==> src/rtl/user_str_pkg.sv <==
// Register map, CTRL bit positions and interrupt FSM encoding
// shared by the loopback top and its bench.
package user_str_pkg;

    localparam logic [3:0] OFF_CTRL   = 4'h0;
    localparam logic [3:0] OFF_THRESH = 4'h4;
    localparam logic [3:0] OFF_OCC    = 4'h8;
    localparam logic [3:0] OFF_XFER   = 4'hC;

    localparam int CTRL_EN    = 0;
    localparam int CTRL_FLUSH = 1;

    typedef enum logic [1:0] {
        ST_ARMED    = 2'd0,
        ST_REQ      = 2'd1,
        ST_WAIT_LOW = 2'd2
    } intr_state_e;

endpackage

==> src/rtl/str_sync_fifo.sv <==
// Single-clock fall-through FIFO; flush empties it and
// overrides any push or pop in the same cycle.
module str_sync_fifo #(
    parameter int DEPTH_LOG2 = 4,
    parameter int WIDTH      = 64
) (
    input  logic                  i_clk,
    input  logic                  i_rst_n,
    input  logic                  i_push,
    input  logic                  i_pop,
    input  logic                  i_flush,
    input  logic [WIDTH-1:0]      i_data,
    output logic [WIDTH-1:0]      o_data,
    output logic                  o_full,
    output logic                  o_empty,
    output logic [DEPTH_LOG2:0]   o_count
);

    localparam int DEPTH = 1 << DEPTH_LOG2;

    logic [WIDTH-1:0]      mem_q [DEPTH];
    logic [DEPTH_LOG2-1:0] wr_ptr_q, wr_ptr_d;
    logic [DEPTH_LOG2-1:0] rd_ptr_q, rd_ptr_d;
    logic [DEPTH_LOG2:0]   count_q, count_d;

    always_comb begin
        wr_ptr_d = wr_ptr_q;
        rd_ptr_d = rd_ptr_q;
        count_d  = count_q;
        if (i_flush) begin
            wr_ptr_d = '0;
            rd_ptr_d = '0;
            count_d  = '0;
        end else begin
            if (i_push) wr_ptr_d = wr_ptr_q + 1'b1;
            if (i_pop)  rd_ptr_d = rd_ptr_q + 1'b1;
            case ({i_push, i_pop})
                2'b10:   count_d = count_q + 1'b1;
                2'b01:   count_d = count_q - 1'b1;
                default: count_d = count_q;
            endcase
        end
    end

    always_ff @(posedge i_clk or negedge i_rst_n) begin
        if (!i_rst_n) begin
            wr_ptr_q <= '0;
            rd_ptr_q <= '0;
            count_q  <= '0;
        end else begin
            wr_ptr_q <= wr_ptr_d;
            rd_ptr_q <= rd_ptr_d;
            count_q  <= count_d;
        end
    end

    // Storage needs no reset: reads are gated by the count.
    always_ff @(posedge i_clk) begin
        if (i_push && !i_flush) mem_q[wr_ptr_q] <= i_data;
    end

    assign o_data  = mem_q[rd_ptr_q];
    assign o_full  = count_q[DEPTH_LOG2];
    assign o_empty = (count_q == '0);
    assign o_count = count_q;

endmodule

==> src/rtl/user_str_loopback.sv <==
// Host stream loopback through a FIFO with a small register window.
// Interrupt FSM and THRESH only with USER_STR_LOOPBACK_INTR_EN.
module user_str_loopback
    import user_str_pkg::*;
#(
    parameter int          DEPTH_LOG2 = 4,
    parameter logic [19:0] BASE_ADDR  = 20'h00100
) (
    input  logic        i_user_clk,
    input  logic        i_rst_n,
    input  logic        i_pcie_str_data_valid,
    output logic        o_pcie_str_ack,
    input  logic [63:0] i_pcie_str_data,
    output logic        o_pcie_str_data_valid,
    input  logic        i_pcie_str_ack,
    output logic [63:0] o_pcie_str_data,
    input  logic [19:0] i_user_addr,
    input  logic [31:0] i_user_data,
    input  logic        i_user_wr_req,
    input  logic        i_user_rd_req,
    output logic [31:0] o_user_data,
    output logic        o_user_rd_ack,
    output logic        o_intr_req,
    input  logic        i_intr_ack
);

    logic                enable_q, enable_d;
    logic [31:0]         xfer_q, xfer_d;
    logic                rd_ack_q;
    logic [31:0]         rd_data_q, rdata;
    logic                in_win, wr_ctrl, flush;
    logic [3:0]          offset;
    logic                push, pop, full, empty;
    logic [DEPTH_LOG2:0] occ;
    logic [31:0]         thresh32;
    logic                unused_ok;

    assign in_win  = (i_user_addr[19:4] == BASE_ADDR[19:4]);
    assign offset  = i_user_addr[3:0];
    assign wr_ctrl = i_user_wr_req && in_win && (offset == OFF_CTRL);
    assign flush   = wr_ctrl && i_user_data[CTRL_FLUSH];

    // Reset gating keeps ack low while held in reset.
    assign o_pcie_str_ack = i_rst_n && enable_q && !full && !flush;
    assign o_pcie_str_data_valid = enable_q && !empty;

    assign push = i_pcie_str_data_valid && o_pcie_str_ack;
    assign pop  = o_pcie_str_data_valid && i_pcie_str_ack;

    str_sync_fifo #(
        .DEPTH_LOG2 (DEPTH_LOG2),
        .WIDTH      (64)
    ) u_fifo (
        .i_clk   (i_user_clk),
        .i_rst_n (i_rst_n),
        .i_push  (push),
        .i_pop   (pop),
        .i_flush (flush),
        .i_data  (i_pcie_str_data),
        .o_data  (o_pcie_str_data),
        .o_full  (full),
        .o_empty (empty),
        .o_count (occ)
    );

    always_comb begin
        enable_d = wr_ctrl ? i_user_data[CTRL_EN] : enable_q;
        xfer_d   = xfer_q;
        if (flush)    xfer_d = '0;
        else if (pop) xfer_d = xfer_q + 32'd1;
    end

    always_comb begin
        rdata = '0;
        case (offset)
            OFF_CTRL:   rdata[CTRL_EN] = enable_q;
            OFF_THRESH: rdata = thresh32;
            OFF_OCC:    rdata = 32'(occ);
            OFF_XFER:   rdata = xfer_q;
            default:    rdata = '0;
        endcase
    end

    always_ff @(posedge i_user_clk or negedge i_rst_n) begin
        if (!i_rst_n) begin
            enable_q  <= 1'b1;
            xfer_q    <= '0;
            rd_ack_q  <= 1'b0;
            rd_data_q <= '0;
        end else begin
            enable_q  <= enable_d;
            xfer_q    <= xfer_d;
            rd_ack_q  <= i_user_rd_req && in_win;
            rd_data_q <= (i_user_rd_req && in_win) ? rdata : '0;
        end
    end

    assign o_user_rd_ack = rd_ack_q;
    assign o_user_data   = rd_data_q;

`ifdef USER_STR_LOOPBACK_INTR_EN
    localparam logic [DEPTH_LOG2:0] THRESH_RST =
        (DEPTH_LOG2+1)'(1 << (DEPTH_LOG2 - 1));

    intr_state_e         state_q, state_d;
    logic [DEPTH_LOG2:0] thresh_q, thresh_d;
    logic                wr_thresh;

    assign wr_thresh = i_user_wr_req && in_win && (offset == OFF_THRESH);
    assign thresh_d  = wr_thresh ? i_user_data[DEPTH_LOG2:0] : thresh_q;
    assign thresh32  = 32'(thresh_q);

    // Request is raised in the same cycle occupancy reaches THRESH.
    always_comb begin
        state_d    = state_q;
        o_intr_req = 1'b0;
        unique case (state_q)
            ST_ARMED: begin
                if (occ >= thresh_q) begin
                    o_intr_req = 1'b1;
                    state_d    = i_intr_ack ? ST_WAIT_LOW : ST_REQ;
                end
            end
            ST_REQ: begin
                o_intr_req = 1'b1;
                if (i_intr_ack) state_d = ST_WAIT_LOW;
            end
            ST_WAIT_LOW: begin
                if (occ < thresh_q) state_d = ST_ARMED;
            end
            default: state_d = ST_ARMED;
        endcase
        if (flush) state_d = ST_ARMED;
    end

    always_ff @(posedge i_user_clk or negedge i_rst_n) begin
        if (!i_rst_n) begin
            state_q  <= ST_ARMED;
            thresh_q <= THRESH_RST;
        end else begin
            state_q  <= state_d;
            thresh_q <= thresh_d;
        end
    end
`else
    assign o_intr_req = 1'b0;
    assign thresh32   = '0;
`endif

    assign unused_ok = ^{i_intr_ack, i_user_data};

endmodule

==> config.mk <==
export PLATFORM = sky130hd
export DESIGN_NAME = user_str_loopback
export DESIGN_NICKNAME = d
export VERILOG_FILES = /design/src/rtl/user_str_pkg.sv /design/src/rtl/str_sync_fifo.sv /design/src/rtl/user_str_loopback.sv
export SDC_FILE = /design/constraint.sdc
export NUM_CORES = 1
export LEC_CHECK = 0
export CAP_MARGIN = 40
export CORE_ASPECT_RATIO = 1.75
export CORE_UTILIZATION = 28
export CTS_CLUSTER_SIZE = 40
export DETAILED_ROUTE_END_ITERATION = 16
export GPL_ROUTABILITY_DRIVEN = 0
export GPL_TIMING_DRIVEN = 0
export HOLD_SLACK_MARGIN = 0.08
export PLACE_DENSITY = 0.44
export SLEW_MARGIN = 20
export SYNTH_ARGS = -nofsm -noshare
export SYNTH_HDL_FRONTEND = slang
export SYNTH_SLANG_ARGS = --single-unit
==> constraint.sdc <==
create_clock -name i_user_clk -period 22.2 [get_ports i_user_clk]
set_input_delay 6.66 -clock i_user_clk [delete_from_list [all_inputs] [get_ports i_user_clk]]
set_output_delay 6.66 -clock i_user_clk [all_outputs]
set_load 0.01 [all_outputs]
==> results.md, run 1 <==
* Status: finished clean
* Count of hold-fix buffers inserted at cts at 0
* Post-CTS resize count at 0
* CP max stage delay at around 0.54 ns
* GR Layer Usage met1 at 0.178
* Post-DRT Antenna Nets at 0
* Layout area overhead at 23.3%
* Initial antenna violation count at 21
* Hold crit path type: reg2reg
* Largest cells by area after synthesis: edfxtp_1, mux4_2, dfrtp_1, clkbuf_1, and2_1
* Core area at 149000 µm²
* Syn_nets at 1938
* Seq cells post-synth at 1103
* Num Clock Sinks at 1103
* GR Layer Usage met3 at 0.0263
* Ys flop type: edfxtp_1
* Max H-tree Level at 3
* Period utilization at 0.720
* CTS tree: done
* Setup WS post-layout at 6.21 ns
* PD cells at 116 nW/µm²
* Distinct cells, synth at 51
* Worst slew margin at 0.425
* VDD IR max at 0.0729 mV
* CP Launch Point: i_user_addr[17]
* All-Layer GR Usage at 0.150
* IO Port Bufs at 189
* Max Cap Viol at 0
* Register Area at 32700 µm²
* Multi-input gate area at 9050 µm²
* WL per Instance at roughly 26 µm
* Clock Latency Late Sink at 0.71 ns
* YS warnings at 0
* Worst reg2reg startpoint: enable_q$_DFFE_PN1N_
* Share of cells above drive strength 1 at 0.311
* Die Area at 152000 µm²
* Minimum clock period at 15.99 ns
* Least-Margin Pin Slew at between 0.8 and 0.9 ns
* First-pass GRT wire length at 162 mm
* Initial core utilization at 0.283
* Worst-case clock buffer depth at 3
* Die extent in x at just under 300 µm
* Number of global-route vias before repair at 22400
* Nets at about 2500
* Top Ports at 223
* Synth Instances at 1805
* Worst-path cell chain: clkdlybuf4s50_1 > nor4_1 > and4_1 > and3_1 > clkbuf_1 > clkbuf_1 > nor3_1 > clkdlybuf4s50_1
* Asr flop ratio synth at 0.0716
* Drt total wl at between 100 and 150 mm
* Dominant cell type by area after synthesis: edfxtp_1
* WP data arrival at 9.33 ns
* Chip height at a little over 500 µm
* Critical path required time at 15.54 ns
* Share of the synthesized area in the top cell type at 0.730
* Skew final at approximately 0.022 ns
* Final Hold Fails at 0
* DR vias at 20300
* Final setup vio count at 0
* Post-Synthesis Cell Area at around 42000 µm²
* Most frequent cell after synthesis: edfxtp_1
* Highest Clock Rate at 0.0625 GHz
* Post-route insts no fill at 4387
* Syn Area/Cell at around 23 µm²
* Fin. max-slew vios at 0
* Post-synth EDFFs at 1024
* Drt via density at between 4 and 5
* RSZ-0062 raised after global routing: no
* HPWL after DPL at 80.3 mm
* Residual DRC count at 0
* Post-place setup slack at 6.17 ns
* Post-CTS Setup Bufs at 0
* Busiest grt layer: met2
* Leak at 16.9 nW
* Sequential area share after synthesis at 0.777
* Largest net degree at the start of global routing at 54
* Met2 Use GR at 0.277
* Inserted Clock Buffers at 106
* Min-delay src: xfer_q[19]$_DFFE_PN0P_
* GRT overflow at 0
* Synth cell count leaders: edfxtp_1, mux4_2, dfrtp_1
* Kind of critical path: in2out
* Critical Path End Type: output port
* DRT iter0 DRCs at 1661
* Clock slew at reported path FFs at 0.06 ns
* # rows at 187
* CP startpoint kind: input port
* CP max stage cell: clkbuf_1
* Root Buffer: clkbuf_16
* Dpl cells at between 4000 and 5000
* Max Fanout on Critical Path at 10
* Initial DRT Pass Iterations at 5
* Fillers at 14000
-- power by group --
group	internal (W)	switching, W	total [W]
registers	0.00235	0.0000343	0.00238
logic	0.000929	0.000926	0.00186
clock network	0.00101	0.000778	0.00179
total	0.00429	0.00174	0.00603
-- cells in the final DEF (no fill, tap or decap), drive strengths merged, types with 5 or more instances in the layout --
cell type      synthesis  layout
a21oi                 16      16
and2                  30      30
and3                   9       9
buf                   36     254
bufinv                 0      11
clkbuf                55     185
clkdlybuf4s50          0     188
clkinv                 0      41
dfrtp                 78      78
edfxtp              1024    1024
ha                     9       9
inv                   15      17
mux2i                  6       6
mux4                 320     320
nand2                 32      32
nand3                 12      12
nand4                 10      10
nor2                  47      47
nor3                  11      11
nor4                  13      13
o21ai                  6       6
o31ai                  5       5
or4                    7       7
xnor2                 17      17
xor2                  14      14
-- final timing paths --
check                                                 end  slack (ns)  cells past startpoint
setup / recovery                           o_pcie_str_ack        6.21                      8
hold / removal                  o_user_data[19]$_DFF_PN0_        0.54                      1
setup reg to reg            u_fifo.mem_q[5][41]$_DFFE_PP_       18.26                      9
hold reg to reg                 o_user_data[19]$_DFF_PN0_        0.54                      1
max in group asynchronous  u_fifo.rd_ptr_q[3]$_DFFE_PN0P_       15.71                      2
min in group asynchronous        o_user_data[8]$_DFF_PN0_        5.89                      1
-- per-stage QoR --
stage	total power, W	util	setup TNS [ns]	cell area [µm²]	hold WS [ns]
final	0.00603	0.349	0	51900	0.543
after global routing	0.00629	0.349	0	51900	0.560
after CTS	0.00616	0.349	0	51900	0.537
after detailed placement	0.00435	0.326	0	48500	0.517
after global placement	0.00427	0.312	-2818.13	46500	0.512
after floorplan	0.00347	-	0	42100	0.468
-- cell type report --
| class | count | share of cell area |
|---|---|---|
| repair buffers | 406 | 0.0736 |
| multi-input cells | 596 | 0.174 |
| flip-flops and latches | 1103 | 0.630 |
| well taps | 1984 | 0.0478 |
| clock buffers | 130 | 0.0532 |
| diodes | 4 | 0.000193 |
| clock inverters | 58 | 0.0120 |
| plain buffers | 91 | 0.00752 |
| inverters | 15 | 0.00108 |
-- layer usage --
layer,vias to the layer above,wire length [µm]
met5,-,175
met4,28,1820
met3,130,4910
met2,445,61700
met1,11000,44100
li1,8649,-
-- sequential cells by signal, summed over array words and instances (netlist names) --
name             cells
u_fifo.mem_q      1024
xfer_q              32
u_fifo.wr_ptr_q      4
u_fifo.rd_ptr_q      4
u_fifo.o_count       5
o_user_rd_ack        1
o_user_data         32
enable_q             1
-- worst max-delay path, delay by kind of cell --
family        cells  cell delay, ns
buf+inv           4            1.71
simple gates      4            0.95
-- cell families after synthesis --
| family | share of synthesized area |
|---|---|
| other | 0.0000890 |
| xor gates and xnor gates | 0.00645 |
| buffers and inverters | 0.0103 |
| adders and majority gates | 0.00315 |
| and+or+nand+nor | 0.0241 |
| muxes | 0.173 |
| AOI/OAI and AO/OA | 0.00627 |
| DFF | 0.777 |
(Power assumes the default switching activity.)
==> inputs of run 2 (changes only) <==
==> constraint.sdc (replaced) <==
create_clock -name i_user_clk -period 14.95 [get_ports i_user_clk]
set_input_delay 4.485 -clock i_user_clk [delete_from_list [all_inputs] [get_ports i_user_clk]]
set_output_delay 4.485 -clock i_user_clk [all_outputs]
set_load 0.01 [all_outputs]
==> results of run 2 <==
The final DEF is identical to that of run 1. Status: finished clean.
Among the figures that moved: setup slack after placement 6.17 ns -> 3.27 ns; setup slack after layout 6.21 ns -> 3.31 ns; register-to-register setup slack 18.26 ns -> 11.01 ns; total power 0.00603 W -> 0.00895 W; worst IR drop on VDD 0.0729 mV -> 0.108 mV
